===== config.mk =====
export PLATFORM = sky130hd
export DESIGN_NAME = spi_master
export DESIGN_NICKNAME = d
export VERILOG_FILES = /design/src/rtl/spi_master_pkg.sv /design/src/rtl/spi_half_tick.sv /design/src/rtl/spi_master.sv
export SDC_FILE = /design/constraint.sdc
export NUM_CORES = 1
export LEC_CHECK = 0
export CORE_AREA = 5 5 70 72
export CTS_BUF_LIST = sky130_fd_sc_hd__clkbuf_8 sky130_fd_sc_hd__clkbuf_16
export DETAILED_ROUTE_END_ITERATION = 10
export DIE_AREA = 0 0 75 77
export DONT_BUFFER_PORTS = 1
export HOLD_SLACK_MARGIN = 0.15
export PLACE_DENSITY = 0.69
export SYNTH_ARGS = -nofsm -noshare
export SYNTH_HDL_FRONTEND = slang
export SYNTH_SLANG_ARGS = --single-unit

===== constraint.sdc =====
create_clock -name clk -period 2.15 [get_ports clk]
set_clock_uncertainty 0.2 [all_clocks]
set_input_delay 0.43 -clock clk [delete_from_list [all_inputs] [get_ports clk]]
set_output_delay 0.43 -clock clk [all_outputs]
set_load 0.005 [all_outputs]

===== src/rtl/spi_master_pkg.sv =====
// Shared definitions for the SPI mode-0 master: FSM state encoding, default
// frame width and divider, the minimum legal divider, and the sck idle level.
package spi_master_pkg;

  localparam int unsigned SPI_DEFAULT_DATA_WIDTH = 8;
  localparam int unsigned SPI_DEFAULT_CLK_DIV    = 4;

  // Two cycles are spent in the miso synchronizer. Anything shorter than
  // four leaves the slave no time to settle miso before the rising edge.
  localparam int unsigned SPI_MIN_CLK_DIV = 4;

  // Mode 0: CPOL=0 (sck idles low), CPHA=0 (sample on the rising edge).
  localparam logic SPI_SCK_IDLE = 1'b0;

  typedef enum logic [2:0] {
    SPI_ST_IDLE  = 3'd0,
    SPI_ST_LEAD  = 3'd1,
    SPI_ST_HIGH  = 3'd2,
    SPI_ST_LOW   = 3'd3,
    SPI_ST_TRAIL = 3'd4
  } spi_state_e;

endpackage


===== src/rtl/spi_half_tick.sv =====
// Half-period timer for the SPI master.
// A CLK_DIV-cycle down-counter. Assert restart in the cycle a state is
// entered; tick is then high for one cycle, CLK_DIV cycles later.
// Ports:
//   clk      system clock
//   rst      asynchronous active-low reset
//   restart  synchronous reload to CLK_DIV-1
//   tick     high while the count has expired
module spi_half_tick #(
  parameter int unsigned CLK_DIV = 4
) (
  input  logic clk,
  input  logic rst,
  input  logic restart,
  output logic tick
);

  localparam int unsigned CW = (CLK_DIV > 1) ? $clog2(CLK_DIV) : 1;
  localparam logic [CW-1:0] RELOAD = CW'(CLK_DIV - 1);

  logic [CW-1:0] cnt_q;

  // NOTE: sequential state uses non-blocking assignments so every flop
  // samples pre-edge values, independent of block ordering.
  always_ff @(posedge clk or negedge rst) begin
    if (!rst) begin
      cnt_q <= '0;
    end else if (restart) begin
      cnt_q <= RELOAD;
    end else if (cnt_q != '0) begin
      cnt_q <= cnt_q - CW'(1);
    end
  end

  // Not gated by restart: the FSM derives restart from tick, so gating
  // would close a combinational loop.
  assign tick = (cnt_q == '0);

endmodule


===== src/rtl/spi_master.sv =====
// SPI mode-0 (CPOL=0, CPHA=0), MSB-first, full-duplex bus master.
// Latches send_data on an accepted start and drives ss/sck/mosi. It shifts
// the synchronized miso into a receive register and pulses done at frame end.
// Ports:
//   clk        system clock
//   rst        asynchronous active-low reset
//   start      frame request, only looked at while idle
//   send_data  word to transmit, latched on the accepting edge
//   recv_data  last received word, updated in the done cycle
//   busy       high from the accepting edge up to (not including) done
//   done       one-cycle pulse at frame end
//   ss         active-low slave select
//   sck        serial clock, idles low
//   mosi       serial data out
//   miso       serial data in, asynchronous to clk
module spi_master
  import spi_master_pkg::*;
#(
  parameter int unsigned DATA_WIDTH = SPI_DEFAULT_DATA_WIDTH,
  parameter int unsigned CLK_DIV    = SPI_DEFAULT_CLK_DIV
) (
  input  logic                  clk,
  input  logic                  rst,
  input  logic                  start,
  input  logic [DATA_WIDTH-1:0] send_data,
  output logic [DATA_WIDTH-1:0] recv_data,
  output logic                  busy,
  output logic                  done,
  output logic                  ss,
  output logic                  sck,
  output logic                  mosi,
  input  logic                  miso
);

  localparam int unsigned BW = $clog2(DATA_WIDTH + 1);

  if (CLK_DIV < SPI_MIN_CLK_DIV) begin : g_bad_clk_div
    $error("spi_master: CLK_DIV must be at least %0d", SPI_MIN_CLK_DIV);
  end
  if (DATA_WIDTH < 1) begin : g_bad_width
    $error("spi_master: DATA_WIDTH must be at least 1");
  end

  spi_state_e            state_q, state_d;
  logic                  ss_q, ss_d;
  logic                  sck_q, sck_d;
  logic                  mosi_q, mosi_d;
  logic                  busy_q, busy_d;
  logic                  done_q, done_d;
  logic [DATA_WIDTH-1:0] tx_q, tx_d;
  logic [DATA_WIDTH-1:0] rx_q, rx_d;
  logic [DATA_WIDTH-1:0] recv_q, recv_d;
  logic [BW-1:0]         bit_cnt_q, bit_cnt_d;   // bits still to be clocked
  logic                  trail_half_q, trail_half_d;
  logic                  miso_s1_q, miso_s2_q;
  logic                  restart;
  logic                  tick;
  logic [DATA_WIDTH-1:0] tx_shift;

  spi_half_tick #(
    .CLK_DIV (CLK_DIV)
  ) u_half_tick (
    .clk     (clk),
    .rst     (rst),
    .restart (restart),
    .tick    (tick)
  );

  assign tx_shift = tx_q << 1;

  always_comb begin
    // NOTE: every signal written here gets a default first, so no path
    // leaves one unassigned and no latch is inferred.
    state_d      = state_q;
    ss_d         = ss_q;
    sck_d        = sck_q;
    mosi_d       = mosi_q;
    busy_d       = busy_q;
    done_d       = 1'b0;
    tx_d         = tx_q;
    rx_d         = rx_q;
    recv_d       = recv_q;
    bit_cnt_d    = bit_cnt_q;
    trail_half_d = trail_half_q;
    restart      = 1'b0;

    case (state_q)
      SPI_ST_IDLE: begin
        // Keep the timer loaded so LEAD starts a full half-period.
        restart = 1'b1;
        if (start) begin
          state_d   = SPI_ST_LEAD;
          ss_d      = 1'b0;
          busy_d    = 1'b1;
          tx_d      = send_data;
          mosi_d    = send_data[DATA_WIDTH-1];
          rx_d      = '0;
          bit_cnt_d = BW'(DATA_WIDTH);
        end
      end

      SPI_ST_LEAD, SPI_ST_LOW: begin
        if (tick) begin
          state_d = SPI_ST_HIGH;
          sck_d   = ~SPI_SCK_IDLE;
          rx_d    = (rx_q << 1) | DATA_WIDTH'(miso_s2_q);
          restart = 1'b1;
        end
      end

      SPI_ST_HIGH: begin
        if (tick) begin
          sck_d     = SPI_SCK_IDLE;
          bit_cnt_d = bit_cnt_q - BW'(1);
          restart   = 1'b1;
          if (bit_cnt_q > BW'(1)) begin
            state_d = SPI_ST_LOW;
            tx_d    = tx_shift;
            mosi_d  = tx_shift[DATA_WIDTH-1];
          end else begin
            state_d      = SPI_ST_TRAIL;
            trail_half_d = 1'b0;
          end
        end
      end

      SPI_ST_TRAIL: begin
        // Spans two half-periods: the low phase after the last bit, then
        // the ss hold time, so ss rises one full sck period after the
        // final falling edge.
        if (tick) begin
          restart = 1'b1;
          if (!trail_half_q) begin
            trail_half_d = 1'b1;
          end else begin
            state_d      = SPI_ST_IDLE;
            trail_half_d = 1'b0;
            ss_d         = 1'b1;
            mosi_d       = 1'b0;
            busy_d       = 1'b0;
            recv_d       = rx_q;
            done_d       = 1'b1;
          end
        end
      end

      default: begin
        state_d = SPI_ST_IDLE;
      end
    endcase
  end

  // NOTE: every flop, datapath included, is reset, so a frame aborted by
  // reset leaves no stale bits behind for the next frame.
  always_ff @(posedge clk or negedge rst) begin
    if (!rst) begin
      state_q      <= SPI_ST_IDLE;
      ss_q         <= 1'b1;
      sck_q        <= SPI_SCK_IDLE;
      mosi_q       <= 1'b0;
      busy_q       <= 1'b0;
      done_q       <= 1'b0;
      tx_q         <= '0;
      rx_q         <= '0;
      recv_q       <= '0;
      bit_cnt_q    <= '0;
      trail_half_q <= 1'b0;
      miso_s1_q    <= 1'b0;
      miso_s2_q    <= 1'b0;
    end else begin
      state_q      <= state_d;
      ss_q         <= ss_d;
      sck_q        <= sck_d;
      mosi_q       <= mosi_d;
      busy_q       <= busy_d;
      done_q       <= done_d;
      tx_q         <= tx_d;
      rx_q         <= rx_d;
      recv_q       <= recv_d;
      bit_cnt_q    <= bit_cnt_d;
      trail_half_q <= trail_half_d;
      miso_s1_q    <= miso;
      miso_s2_q    <= miso_s1_q;
    end
  end

  assign recv_data = recv_q;
  assign busy      = busy_q;
  assign done      = done_q;
  assign ss        = ss_q;
  assign sck       = sck_q;
  assign mosi      = mosi_q;

endmodule


======== After elaboration in Yosys (flattened, before gate mapping) ========
Cells that the tools add are included.
storage, ports and cells
  register bits ........................... 40
  input bits .............................. 12
  output and inout bits ................... 13
  logic and storage cells ................. 94
operators by class
  $add $sub $neg .......................... 2
  order comparisons ....................... 1
  equal/unequal tests ..................... 11
  multiplexer cells ....................... 44
  bitwise operators ....................... 1
  reductions and logical operators ........ 21
operator list
  kind                                                                              count
  7-bit two-way mux                                                                 3
  1-bit two-way mux                                                                 19
  3-bit two-way mux                                                                 6
  8-bit two-way mux                                                                 2
  8-bit one-hot mux with 2 select lines                                             1
  2-bit != test (second input constant)                                             7
  7-bit one-hot mux with 2 select lines                                             1
  2-bit nonzero test                                                                7
  3-bit one-hot mux with 4 select lines                                             1
  3-bit AND reduction                                                               4
  4-bit AND reduction                                                               3
  1-bit one-hot mux with 2 select lines                                             5
  4-bit two-way mux                                                                 2
  8-bit by 1-bit OR with 8-bit output                                               1
  4-bit one-hot mux with 2 select lines                                             1
  3-bit by 2-bit == test with 1-bit output (second input constant)                  2
  6-bit AND reduction                                                               1
  5-bit AND reduction                                                               1
  4-bit by 1-bit greater-than comparator with 1-bit output (second input constant)  1
  2-bit two-way mux                                                                 2
  4-bit OR reduction                                                                1
  4-bit by 1-bit subtractor with 4-bit output (second input constant)               1
  3-bit by 1-bit == test with 1-bit output (second input constant)                  1
  3-bit == test (second input constant)                                             1
  6 further kinds                                                                   6

======== Longest topological paths before layout ========
  depth in word-level cells ............... 4
  gate-level depth with buffers ........... 7

======== Modules after synthesis ========
A second synthesis with hierarchy kept.
second synthesis, totals
  cells, all modules ...................... 171
  area, all modules ....................... 1880.6 um2
modules (own cells, without submodules)
  module         instances  cells each  area an instance (um2)
  spi_master     1          162         1783.0
  spi_half_tick  1          9           97.6

======== Least setup slack after synthesis ========
No wires, ideal clock.
  path kind ............................... register -> register
  start ................................... register bit_cnt_q[0]
  end ..................................... register tx_q[1]
  library setup time ...................... 0.125 ns
  data arrival time ....................... 1.835 ns
  data required time ...................... 1.825 ns
  slack ................................... -0.010 ns
  stages on the path, launching flop included .. 7
  buffers on the path ..................... 0
  path through ............................ dfrtp_1 inv_1 ha_1 or2_1 a211o_1 a21boi_4 mux2_2
on the way
  longest elaborated chain between the ends .. 3
RTL lines
  what                                                      RTL line           RTL
  start, declared                                           spi_master.sv:53   logic [BW-1:0] bit_cnt_q, bit_cnt_d;
  start signal, assigned                                    spi_master.sv:180  bit_cnt_q <= bit_cnt_d;
  4-bit by 1-bit greater-than comparator with 1-bit output  spi_master.sv:116  if (bit_cnt_q > BW'(1)) begin
  2-bit != test (no line)                                   n/a
  4-bit AND reduction (no line)                             n/a
  end signal, assigned                                      spi_master.sv:177  tx_q <= tx_d;
  end, declared                                             spi_master.sv:50   logic [DATA_WIDTH-1:0] tx_q, tx_d;
No other way between the ends.
A chain may end at the register's enable or synchronous reset.

======== Final worst setup path ========
  start ................................... register bit_cnt_q[1]
  end ..................................... register tx_q[5]
Same word-level chain as after synthesis.

==> results by group <==
Logic synthesis
  – Simple-gate share of the synthesized area: 8.97%
  – Main combinational cell family by area after synthesis: multiplexers
  – Post-Syn Nets: 163
  – Register area share after synthesis: 55.3%
  – Flops & latches, synth: 40
  – Yosys warnings: 0
  – Post-synth ARST share: 100%
  – Mapped Area: 1810 um^2
  – Avg Synthesized Cell Area: 12.2 um^2
  – Synth Area in XOR/XNOR: 0.966%
  – Top-area cell type share of the netlist area: 53.8%
  – Post-synthesis mux area share: 15.1%
  – Cells after Synth: 148
  – Distinct cells, synth: 36
  – Synth top area cells: dfrtp_1 (54%), mux2_4 (8.3%), mux2_2 (6.8%)
  – Most instantiated cells after synthesis: dfrtp_1 (39), mux2_2 (11), mux2_4 (10)
  – Cell with the most instances after synthesis: dfrtp_1
  – Post-synth EDFFs: 0
  – Adder-Cell Fraction of Synth Area: 2.07%
  – Ys flop type: dfrtp_1
  – Area leader, netlist: dfrtp_1
  – Synth Area in Compound Gates: 13.7%

STA
  – Setup TNS Final: 0 ns
  – Hold slack: 0.156 ns
  – RSZ-0062 raised after global routing: yes
  – Final WS setup: 0.0320 ns
  – Fin crit period: 2.12 ns
  – Pins Over Slew Limit: 0
  – Setup violators final: 0
  – Fmax: 0.472 GHz
  – Final hold violations: 0
  – Final period util: 98.5%
  – Slew Limit Headroom: 61.8%
  – Slew @ Worst Pin: 0.569 ns

Worst setup path
  – Crit-path max cell delay: 0.38 ns
  – CP arrival: 2.09 ns
  – WS Path Type: reg2reg
  – Worst Path Max Fanout: 4
  – Startpoint types: register
  – Reg2reg end: tx_q[5]$_DFFE_PN0P_
  – Worst Setup SP: bit_cnt_q[1]$_DFFE_PN0P_
  – FF-to-FF path depth: 7
  – Crit Reg-Reg Startpoint: bit_cnt_q[1]$_DFFE_PN0P_
  – Crit. End Element: register
  – Worst path required time: 2.12 ns
  – Flop2flop setup slack: 0.03 ns
  – Cell Chain, Critical Path: inv_2 -> ha_4 -> or2_1 -> a211o_1 -> a21boi_4 -> buf_6 -> mux2_4
  – Slowest cell on the critical path: dfrtp_1

Final layout
  – # fillers: 363
  – P&R area growth vs syn: 16.6%
  – Layout net count: 182
  – Layout cells sized above 1: 29.8%
  – Ant. Diodes: 0
  – Post-layout util: 49.9%
  – Multi-input gate area: 768 um^2
  – Post-route insts no fill: 220
  – Post-Layout Inst Area: 2110 um^2
  – FF+latch area: 1000 um^2

CTS
  – Clock buffer depth: 2
  – Clk slew on worst S/H paths: 0.07 ns
  – H-tree Lvls: 2
  – Clock root buffer: clkbuf_8
  – Cts bufs inserted: 5
  – Worst-skew pair later-pin latency: 0.28 ns
  – CTS tree: built
  – Clk sink count: 40

Floorplan
  – Core outline area: 4230 um^2
  – Die Wd: 75 um
  – Top Ports: 25
  – Die Height: 77 um
  – FP Rows: 24
  – Starting Density: 42.8%
  – Die footprint: 5780 um^2

Drt
  – Final Routed Wirelength: 3.62 mm
  – Via density: 5.54
  – Initial detailed-routing violation count: 82
  – DR WL/cell: 16.5 um
  – Antenna-violating nets left: 0
  – DRC Markers: 0
  – Total number of vias: 1219
  – 1st-pass router iterations: 4

Placement
  – Area of placed instances: 1910 um^2
  – GPL Wtd Cong: 0.852
  – Dpl ws: -0.0690 ns
  – Placed insts: 204
  – IO Port Bufs: 0
  – DP HPWL: 2.45 mm

Global routing
  – Gr usage total: 13.3%
  – First-pass GRT wire length: 6.02 mm
  – Initial antenna violation count: 0
  – Largest net degree at the start of global routing: 41
  – Vias in the first global route: 1265
  – Gr ovfl total: 0

Worst hold path
  – Endpoint, Worst Hold: miso_s2_q$_DFF_PN0_
  – Hold Crit Class: reg2reg
  – Hold path depth: 0
  – Hold Crit Start: miso_s1_q$_DFF_PN0_

Flow run
  – Number of max-cap violations: 0

Power and ir drop
  – Total power: 2.61 mW
  – Power Density: 1230 nW/um^2
  – VDD IR max: 0.590 mV
  – Leakage: 0.973 nW

Outcome
  – Status: finished clean
-- registers in the layout (all words and copies together), names as in the netlist --
signal / flops
done: 1
miso_s1_q: 1
ss: 1
trail_half_q: 1
miso_s2_q: 1
state_q: 3
sck: 1
u_half_tick.cnt_q: 2
busy: 1
bit_cnt_q: 4
recv_data: 8
tx_q: 7
mosi: 1
rx_q: 8
-- logic make-up (layout without fill, tap and decap cells) --
logic type,after synthesis,in the layout
DFF,40,40
and+or+nand+nor,32,32
AOI/OAI and AO/OA,36,36
xor gates and xnor gates,2,2
buffers and inverters,14,34
adders and majority gates,3,3
muxes,21,21
-- worst max path at each step --
stage | endpoint | slack (ns) | cells after the start
2_1_floorplan | tx_q[1]$_DFFE_PN0P_ | 0.008 | 6
3_3_place_gp | tx_q[1]$_DFFE_PN0P_ | 0.003 | 6
3_5_place_dp | tx_q[1]$_DFFE_PN0P_ | -0.07 | 6
4_1_cts | tx_q[3]$_DFFE_PN0P_ | 0.01 | 7
5_1_grt | tx_q[5]$_DFFE_PN0P_ | -0.03 | 7
6_report | tx_q[5]$_DFFE_PN0P_ | 0.03 | 7
-- where the power goes --
part	internal, mW	switching (mW)
Clock	0.218	0.242
Sequential	0.966	0.145
Combinational	0.543	0.493
-- worst max-delay path: cells and delay by family, from the launching register on --
| family | cells | cell delay, ns |
|---|---|---|
| AO/OA/AOI/OAI | 2 | 0.51 |
| adder cells (fa/ha/maj) | 1 | 0.15 |
| buffers and inverters | 2 | 0.23 |
| flip-flops | 1 | 0.38 |
| multiplexers | 1 | 0.29 |
| AND/OR/NAND/NOR | 1 | 0.23 |
-- final cells by class --
class                      count  area share (%)
sequential                    40            47.5
inverter                       8            1.42
timing repair buffer          18            7.82
clock buffer                   5            3.26
multi-input combinational     94            36.4
clock inverter                 3           0.592
tap                           52            3.08
-- metal layers --
layer	vias up	wire (um)	GRT usage (%)	share of wire (%)
met5	-	0	0	0
met1	613	1600	17.7	44
met3	2	269	5.23	7.4
met4	0	14	4.27	0.39
met2	39	1740	19.8	48
li1	565	-	-	-
-- layout by cell type, fill, tap and decap left out, drive strengths merged, types with 4 or more instances in the layout --
cell and count:
buf 14, dlygate4sd3 4, nand2 8, o21ai 10
dfrtp 39, clkbuf 5, inv 10, a22o 8
mux2 21, nor2 9, nand3 5, a21oi 8
-- what timing repair did --
| action | 4_1_cts | 5_1_grt |
|---|---|---|
| buffers inserted | 2 | 1 |
| hold buffers | 5 | 0 |
| pin swaps | 2 | 3 |
| resized for setup | 0 | 10 |
| setup endpoints to repair | 6 | 6 |
| hold endpoints to repair | 45 | 0 |
(Power assumes the default switching activity.)
